==> config.mk <==
export PLATFORM = sky130hd
export DESIGN_NAME = div_unit
export DESIGN_NICKNAME = d
export VERILOG_FILES = /design/src/rtl/defines.sv /design/src/rtl/div_unit.sv
export SDC_FILE = /design/constraint.sdc
export NUM_CORES = 1
export LEC_CHECK = 0
export BUFFER_PORTS_ARGS = -buffer_cell sky130_fd_sc_hd__clkbuf_2
export CORE_ASPECT_RATIO = 1.2
export CORE_MARGIN = 2
export CORE_UTILIZATION = 60
export DETAILED_ROUTE_END_ITERATION = 12
export PLACE_DENSITY_LB_ADDON = 0.2
export RECOVER_POWER = 25
export SYNTH_ARGS = -nofsm -noshare
export SYNTH_HDL_FRONTEND = slang
export SYNTH_SLANG_ARGS = --single-unit
export TNS_END_PERCENT = 100
==> constraint.sdc <==
create_clock -name clk -period 6.84 [get_ports clk]
set_clock_uncertainty 0.15 [all_clocks]
set_input_delay 0.684 -clock clk [delete_from_list [all_inputs] [get_ports clk]]
set_output_delay 0.684 -clock clk [all_outputs]
set_load 0.01 [all_outputs]
==> src/rtl/defines.sv <==
// Shared RV32 execute-stage definitions: data width, M-extension divide
// encodings and the divider's state type and helpers.
package defines;

  localparam int XLEN = 32;

  typedef logic [XLEN-1:0] data_t;

  // funct3 encodings of the divide group (funct3[2] = 1)
  localparam logic [2:0] DIV  = 3'b100;
  localparam logic [2:0] DIVU = 3'b101;
  localparam logic [2:0] REM  = 3'b110;
  localparam logic [2:0] REMU = 3'b111;

  typedef enum logic [1:0] {DIV_IDLE, DIV_CALC, DIV_DONE} div_state_t;

  // One quotient bit per CALC cycle
  localparam int DIV_CYCLES = XLEN;
  localparam int DIV_CNT_W  = $clog2(DIV_CYCLES);

  // Partial remainder and quotient after one restoring iteration
  typedef struct packed {
    data_t rem;
    data_t quo;
  } div_step_t;

  // Two's-complement magnitude for signed operands, raw value otherwise.
  // 0x8000_0000 maps to itself, which is the correct unsigned magnitude.
  function automatic data_t abs_val(data_t value, logic is_signed);
    if (is_signed && value[XLEN-1]) begin
      return (~value) + 1'b1;
    end
    return value;
  endfunction

endpackage

==> src/rtl/div_unit.sv <==
// Multi-cycle RV32M divider (DIV/DIVU/REM/REMU), radix-2 restoring.
// Divide-by-zero and signed overflow bypass the iteration and finish in
// one cycle. Outputs are decoded from state or come straight from flops.
module div_unit
  import defines::*;
(
  input  logic        clk,
  input  logic        rst,
  input  logic        start,
  input  logic [2:0]  funct3,
  input  data_t       rs1,
  input  data_t       rs2,
  input  logic        flush,
  output logic        ready,
  output logic        busy,
  output logic        done,
  output data_t       result
);

  localparam logic [DIV_CNT_W-1:0] CNT_LAST = DIV_CNT_W'(DIV_CYCLES - 1);
  localparam data_t                INT_MIN  = {1'b1, {(XLEN-1){1'b0}}};

  // One restoring step: shift the next dividend bit into the partial
  // remainder and subtract the divisor; the 33rd bit of the trial is its
  // sign and decides whether the subtraction is kept.
  function automatic div_step_t div_step(data_t rem, logic dvd_msb, data_t quo, data_t dvs);
    logic [XLEN:0] shifted;
    logic [XLEN:0] trial;
    div_step_t     nxt;
    shifted = {rem, dvd_msb};
    trial   = shifted - {1'b0, dvs};
    if (!trial[XLEN]) begin
      nxt.rem = trial[XLEN-1:0];
      nxt.quo = {quo[XLEN-2:0], 1'b1};
    end else begin
      nxt.rem = shifted[XLEN-1:0];
      nxt.quo = {quo[XLEN-2:0], 1'b0};
    end
    return nxt;
  endfunction

  div_state_t           r_state;
  div_state_t           w_state_next;
  logic [DIV_CNT_W-1:0] r_cnt;
  data_t                r_rem;
  data_t                r_quo;
  data_t                r_dvd;
  data_t                r_dvs;
  data_t                r_result;
  logic                 r_is_rem;
  logic                 r_neg_q;
  logic                 r_neg_r;

  logic                 w_is_signed;
  logic                 w_is_rem;
  logic                 w_div0;
  logic                 w_ovf;
  logic                 w_fast;
  logic                 w_accept;
  data_t                w_fast_res;
  div_step_t            w_step;
  data_t                w_final;

  // Decode the request; flush suppresses acceptance in the same cycle
  always_comb begin
    w_is_signed = (funct3 == DIV) || (funct3 == REM);
    w_is_rem    = (funct3 == REM) || (funct3 == REMU);
    w_div0      = (rs2 == '0);
    w_ovf       = w_is_signed && (rs1 == INT_MIN) && (rs2 == '1);
    w_fast      = w_div0 || w_ovf;
    w_accept    = start && funct3[2] && (r_state == DIV_IDLE) && !flush;
    if (w_div0) begin
      w_fast_res = w_is_rem ? rs1 : '1;
    end else begin
      w_fast_res = w_is_rem ? '0 : INT_MIN;
    end
  end

  // Current iteration and the sign-corrected result of the final one
  always_comb begin
    w_step = div_step(r_rem, r_dvd[XLEN-1], r_quo, r_dvs);
    if (r_is_rem) begin
      w_final = r_neg_r ? (~w_step.rem) + 1'b1 : w_step.rem;
    end else begin
      w_final = r_neg_q ? (~w_step.quo) + 1'b1 : w_step.quo;
    end
  end

  // State register
  always_ff @(posedge clk) begin
    if (rst) begin
      r_state <= DIV_IDLE;
    end else begin
      r_state <= w_state_next;
    end
  end

  // Next-state logic; flush returns to IDLE from any state
  always_comb begin
    w_state_next = r_state;
    unique case (r_state)
      DIV_IDLE: begin
        if (w_accept) begin
          w_state_next = w_fast ? DIV_DONE : DIV_CALC;
        end
      end
      DIV_CALC: begin
        if (r_cnt == '0) begin
          w_state_next = DIV_DONE;
        end
      end
      DIV_DONE: w_state_next = DIV_IDLE;
      default:  w_state_next = DIV_IDLE;
    endcase
    if (flush) begin
      w_state_next = DIV_IDLE;
    end
  end

  // Status outputs decoded from state only
  always_comb begin
    ready = (r_state == DIV_IDLE);
    busy  = (r_state == DIV_CALC) || (r_state == DIV_DONE);
    done  = (r_state == DIV_DONE);
  end

  // Datapath: operand capture, iteration, and result update on DONE entry
  always_ff @(posedge clk) begin
    if (rst) begin
      r_cnt    <= '0;
      r_rem    <= '0;
      r_quo    <= '0;
      r_dvd    <= '0;
      r_dvs    <= '0;
      r_result <= '0;
      r_is_rem <= 1'b0;
      r_neg_q  <= 1'b0;
      r_neg_r  <= 1'b0;
    end else begin
      unique case (r_state)
        DIV_IDLE: begin
          if (w_accept) begin
            r_is_rem <= w_is_rem;
            r_neg_q  <= w_is_signed && (rs1[XLEN-1] ^ rs2[XLEN-1]);
            r_neg_r  <= w_is_signed && rs1[XLEN-1];
            if (w_fast) begin
              r_result <= w_fast_res;
            end else begin
              r_dvd <= abs_val(rs1, w_is_signed);
              r_dvs <= abs_val(rs2, w_is_signed);
              r_rem <= '0;
              r_quo <= '0;
              r_cnt <= CNT_LAST;
            end
          end
        end
        DIV_CALC: begin
          r_rem <= w_step.rem;
          r_quo <= w_step.quo;
          r_dvd <= {r_dvd[XLEN-2:0], 1'b0};
          if (r_cnt != '0) begin
            r_cnt <= r_cnt - 1'b1;
          end else if (!flush) begin
            // a flushed operation must leave the previous result intact
            r_result <= w_final;
          end
        end
        default: begin
        end
      endcase
    end
  end

  assign result = r_result;

endmodule

# ---- After elaboration in Yosys (flattened, before gate mapping)
# Cells that the tools add are included.
dict set report classes {
  n_addsub 6
  eq_ne 14
  mux 41
  bitwise_logic 6
  n_reduce_logical 25
}
# operator n
set ops {}
lappend ops {{$mux 32} 18}
lappend ops {{$pmux 32 s2} 3}
lappend ops {{$add 32x1->32 const B} 4}
lappend ops {{$not 32->32} 4}
lappend ops {{$eq 32x32->1 const B} 2}
lappend ops {{$mux 64} 1}
lappend ops {{$pmux 31 s2} 1}
lappend ops {{$sub 33x32->33} 1}
lappend ops {{$logic_not 32->1} 1}
lappend ops {{$mux 5} 3}
lappend ops {{$mux 1} 10}
lappend ops {{$pmux 5 s2} 1}
lappend ops {{$eq 3x3->1 const B} 3}
lappend ops {{$logic_and 1x1->1} 8}
lappend ops {{$ne 2x2->1 const B} 4}
lappend ops {{$mux 2} 3}
lappend ops {{$ne 2x1->1 const B} 3}
lappend ops {{$reduce_and 3->1} 2}
lappend ops {{$logic_not 5->1} 1}
lappend ops {{$reduce_and 5->1} 1}
lappend ops {{$reduce_bool 5->1} 1}
lappend ops {{$sub 5x1->5 const B} 1}
lappend ops {{$logic_or 1x1->1} 4}
lappend ops {{$pmux 2 s2} 1}
lappend ops {{other kinds (10)} 11}
dict set report totals {
  regBits 169
  input_bits 71
  out_inout_bits 35
}

# ---- Longest topological paths before layout
dict set report depth {
  depth_word 13
  depth_mapped 26
  ltp_nobuf 25
}

# ---- Worst setup path after synthesis
# Ideal clock, no wire load.
dict set report synth_path {
  kind {reg-to-reg}
  from {register r_dvd[31]}
  to {register r_result[26], in the netlist result[26]}
  arrival_ns 4.937
  required_time_ns 6.560
  path_slack_ns 1.623
  path_stages_with_launch 26
  n_path_buf 2
  cell_sequence {dfxtp_1 -> inv_1 -> ha_1 -> inv_1 -> fa_1 -> a211oi_4 -> o21a_4 -> a21bo_2 -> a2111oi_4 -> o31a_2 -> nor2_8 -> buf_6 -> buf_2 -> mux2_2 -> inv_1 -> ha_1 -> inv_1 -> nor2_1 -> o2111ai_1 -> nor4_1 -> nand4bb_1 -> o32a_1 -> o41ai_2 -> xor2_1 -> a21oi_1 -> nor3_2}
}
dict set report synth_via {
  elab_chain_cells 9
}
# element line
set synth_lines {}
lappend synth_lines {{start, declared} div_unit.sv:47} ;# data_t r_dvd;
lappend synth_lines {{start signal, assigned} div_unit.sv:149} ;# r_dvd <= abs_val(rs1, w_is_signed);
lappend synth_lines {{start signal, assigned} div_unit.sv:160} ;# r_dvd <= {r_dvd[XLEN-2:0], 1'b0};
lappend synth_lines {{$sub 33x32->33} div_unit.sv:31} ;# trial = shifted - {1'b0, dvs};
lappend synth_lines {{$mux 64 *} div_unit.sv:32} ;# if (!trial[XLEN]) begin
lappend synth_lines {{$not 32->32, on equally long branches} {div_unit.sv:85, div_unit.sv:83}}
lappend synth_lines {{$add 32x1->32, on equally long branches} {div_unit.sv:85, div_unit.sv:83}}
lappend synth_lines {{$mux 32, on equally long branches} {div_unit.sv:85, div_unit.sv:83}}
lappend synth_lines {{$mux 32 *} div_unit.sv:82} ;# if (r_is_rem) begin
lappend synth_lines {{$mux 32 *} div_unit.sv:163} ;# end else if (!flush) begin
lappend synth_lines {{$mux 32 *} div_unit.sv:161} ;# if (r_cnt != '0) begin
lappend synth_lines {{$pmux 32 s2 *} div_unit.sv:140} ;# unique case (r_state)
lappend synth_lines {{end signal, assigned} div_unit.sv:147} ;# r_result <= w_fast_res;
lappend synth_lines {{end signal, assigned} div_unit.sv:165} ;# r_result <= w_final;
lappend synth_lines {{end, declared} div_unit.sv:49} ;# data_t r_result;
# Every way passes the cells marked *; elsewhere a longest branch is shown, timed or not. The select of a mux whose other input is x is not followed.
# A chain may end at the register's enable or synchronous reset.

# ---- Worst setup path after layout
dict set report layout_path {
  from {register r_rem[5]}
  to {register r_result[26], in the netlist result[26]}
}
dict set report layout_via {
  elab_chain_cells 9
}
# element line
set layout_lines {}
lappend layout_lines {{start, declared} div_unit.sv:45} ;# data_t r_rem;
lappend layout_lines {{start signal, assigned} div_unit.sv:158} ;# r_rem <= w_step.rem;
lappend layout_lines {{$sub 33x32->33} div_unit.sv:31}
lappend layout_lines {{$mux 64 *} div_unit.sv:32}
lappend layout_lines {{$not 32->32, on equally long branches} {div_unit.sv:85, div_unit.sv:83}}
lappend layout_lines {{$add 32x1->32, on equally long branches} {div_unit.sv:85, div_unit.sv:83}}
lappend layout_lines {{$mux 32, on equally long branches} {div_unit.sv:85, div_unit.sv:83}}
lappend layout_lines {{$mux 32 *} div_unit.sv:82}
lappend layout_lines {{$mux 32 *} div_unit.sv:163}
lappend layout_lines {{$mux 32 *} div_unit.sv:161}
lappend layout_lines {{$pmux 32 s2 *} div_unit.sv:140}
# Marked as above.

==> flow_summary_export.csv <==
group,metric,value,unit
status,outcome,"finished, violations left",
status,violations,"capacitance limit, slew limit",
clock_network,cts_tree,"built",
finish,n_fill_cell,1937,
sta,rsz0062_at_grt,"false",
synthesis,synthCells,1785,
finish,drive_gt1_share,10.52,%
place,dp_cells,2067,
grt,antenna_found_initial,0,
floorplan,ios,106,
finish,utilization,65.84,%
place,hpwl,33750,µm
finish,multi_input_area,9000,µm²
clock_network,clock_path_buffers,2,
place,gp_congestion,0.9868,
critical_path,required,7000,ps
grt,met1_usage,46.85,%
sta,setup_violations,0,
clock_network,cts.sinks,169,
grt,grt_start_max_net_pins,84,
sta,period_share,88.12,%
grt,met2_usage,61.98,%
synthesis,yosys.area_share.simple,24.12,%
clock_network,numCtsBuffers,17,
synthesis,synthMuxAreaShare,2.866,%
synthesis,yosys.cell_types.count,102,
drt,drc,0,
synthesis,ys_warn_count,0,
critical_path,cp-start-kind,"register",
floorplan,core_area,21630,µm²
critical_path,cp_max_fo,37,
finish,stdcell_count,2099,
synthesis,synth_top_flop_cell,"dfxtp_1",
sta,worst_pin_slew,2872,ps
critical_path,crit_path_end_kind,"register",
floorplan,num_rows,59,
drt,drt-initial-drc-count,1430,
sta,hold_violations,0,
sta,setup_tns,0,ps
pwr,p_leak,5.239,nW
synthesis,ys_seq_area_share,25.66,%
finish,n_antenna_cell,0,
grt,track_usage,38.26,%
drt,firstDrtPassIters,6,
pwr,cellPowerDensity,195.9,nW/µm²
grt,grt_overflow_total,0,
synthesis,ys_seq_elements,169,
synthesis,avgSynthCellArea,7.387,µm²
sta,finalWorstSetupSlack,812.3,ps
grt,grt_pass1_wl,70950,µm
drt,wl_per_cell,21.62,µm
flow_run,maxCapViolCount,1,
clock_network,clk_pin_slew,80,ps
drt,postRouteWirelength,45370,µm
hold_path,hold_path.class,"register to register",
critical_path,arrival,6180,ps
finish,mostFrequentLayoutCell,"nor2_1",
finish,nNetsFinal,1926,
clock_network,hold_buffers,0,
synthesis,synth_adder_area_share,4.137,%
finish,final_cell_mix,"nor2_1, nand2_1, dfxtp_1",
clock_network,post_cts_buffers,0,
drt,via_count,13870,
floorplan,die_y,166.4,µm
clock_network,clock_latency,450,ps
sta,fmax,165.9,MHz
synthesis,synth_top_family_by_area,"compound AO/OA/AOI/OAI gates",
finish,seq_area,3383,µm²
place,postPlaceCellArea,13650,µm²
floorplan,fp.dieW,139.3,µm
clock_network,cts.htree.levels,4,
floorplan,start_util,60.96,%
grt,top_usage_layer,"met2",
sta,drv_slew,65,
synthesis,synth_fp_nets,1899,
finish,syn_to_final_growth,7.989,%
critical_path,critPathKind,"register to register",
place,pre_cts_ws,951.0,ps
synthesis,synth_edf_count,0,
clock_network,cts.repair.resized,0,
synthesis,synthArstFlopShare,0,%
finish,finalInstanceArea,14240,µm²
sta,slew_headroom,-91.46,%
floorplan,die-area,23180,µm²
drt,antenna_left,0,
grt,first_global_vias,12962,
place,port_buffers,105,
synthesis,synth_xor_area_share,8.312,%
pwr,ir_drop,0.1661,mV
clock_network,cts-root-buf,"clkbuf_16",
synthesis,synth_compound_area_share,28.66,%
grt,grt_use_met3,4.844,%
sta,fin_crit,6028,ps
synthesis,syn_area,13190,µm²
drt,via_per_inst,6.608,
-- worst paths after layout --
kind | startpoint | endpoint | slack [ps] | cells after the start
setup / recovery | r_rem[5] | result[26] | 810 | 23
hold / removal | r_dvd[7] | r_dvd[7] | 310 | 2
setup reg to reg | r_rem[5] | result[26] | 810 | 23
hold reg to reg | r_dvd[7] | r_dvd[7] | 310 | 2
-- area by class of cell --
class | count | area share (%)
inverters | 63 | 1.696
flip-flops and latches | 169 | 23.76
well taps | 274 | 2.408
clock inverters | 15 | 1.582
multi-input cells | 1437 | 63.20
repair buffers | 124 | 4.367
clock buffers | 17 | 2.987
-- per-stage QoR --
step / hold slack, ps / total power [mW]
2_1_floorplan: 276.8 / 1.531
3_3_place_gp: 287.1 / 1.729
3_5_place_dp: 294.2 / 1.732
4_1_cts: 306.6 / 2.772
5_1_grt: 312.8 / 2.884
6_report: 305.5 / 2.790
-- Yosys cell counts, types with 7 or more instances --
master,number,share of area (%)
a22oi_1,24,1.4
nand4_1,25,1.2
xnor2_1,74,4.9
a211oi_1,44,2.5
and3_1,10,0.47
or4_1,12,0.68
buf_2,23,0.87
and2_1,15,0.71
mux2i_1,21,1.6
o21bai_1,7,0.40
ha_1,42,4.0
o41ai_1,11,0.73
nor3_1,37,1.4
o21ai_1,13,0.49
clkbuf_1,74,2.1
a21oi_1,158,6.0
o21ai_0,130,4.9
or3_1,21,1.0
nor2_1,207,5.9
a21oi_2,7,0.46
nand2b_1,12,0.57
mux2_2,11,0.94
inv_1,59,1.7
nor2b_1,9,0.43
buf_6,9,0.77
xor2_1,48,3.2
o211ai_1,21,1.2
a311oi_1,18,1.2
nand2_1,206,5.9
o31ai_1,23,1.3
a21o_1,11,0.63
nor4_1,16,0.76
o21a_1,9,0.51
nand3_1,52,2.0
dfxtp_1,169,26
a31oi_1,14,0.66
-- sequential cells by signal (all words and copies together) (netlist names) --
| signal | cells |
|---|---|
| r_cnt | 5 |
| r_state | 2 |
| result | 32 |
| r_rem | 32 |
| r_neg_q | 1 |
| r_neg_r | 1 |
| r_dvs | 32 |
| r_is_rem | 1 |
| r_dvd | 32 |
| r_quo | 31 |
-- worst max-delay path, stage by stage (launching register included) --
cell and delay [ps]:
dfxtp_1 400, ha_1 600, o21ai_2 140, a2111oi_4 360, a21bo_2 300, a2111oi_4 380
nor4_2 80, buf_4 200, nor2_8 370, inv_6 220, nand2_1 110, o21ai_0 150
inv_1 100, ha_1 250, inv_1 80, nor2_1 100, o2111ai_1 170, nor4_1 430
nand4bb_1 160, o32a_1 420, o41ai_2 340, xor2_1 110, a21oi_1 200, nor3_2 50
-- layer usage --
| layer | routed length, µm | vias to the layer above | part of all wire (%) |
|---|---|---|---|
| li1 | - | 6533 | - |
| met1 | 17850 | 6496 | 39 |
| met2 | 21050 | 678 | 46 |
| met3 | 2915 | 163 | 6.4 |
| met4 | 3556 | 0 | 7.8 |
| met5 | 0 | - | 0 |
-- logic make-up (layout without fill, tap and decap cells) --
logic type,after synthesis,in the layout
AND/OR/NAND/NOR,666,666
AO/OA/AOI/OAI,570,570
buffers and inverters,179,219
flip-flops,169,169
XOR/XNOR,123,123
adder cells (fa/ha/maj),43,43
multiplexers,35,35
-- power breakdown --
group	switching, mW	internal (mW)
clock network	0.519	0.539
logic	0.468	0.239
registers	0.0171	1.01
total	1.00	1.79
(Power assumes the default switching activity.)
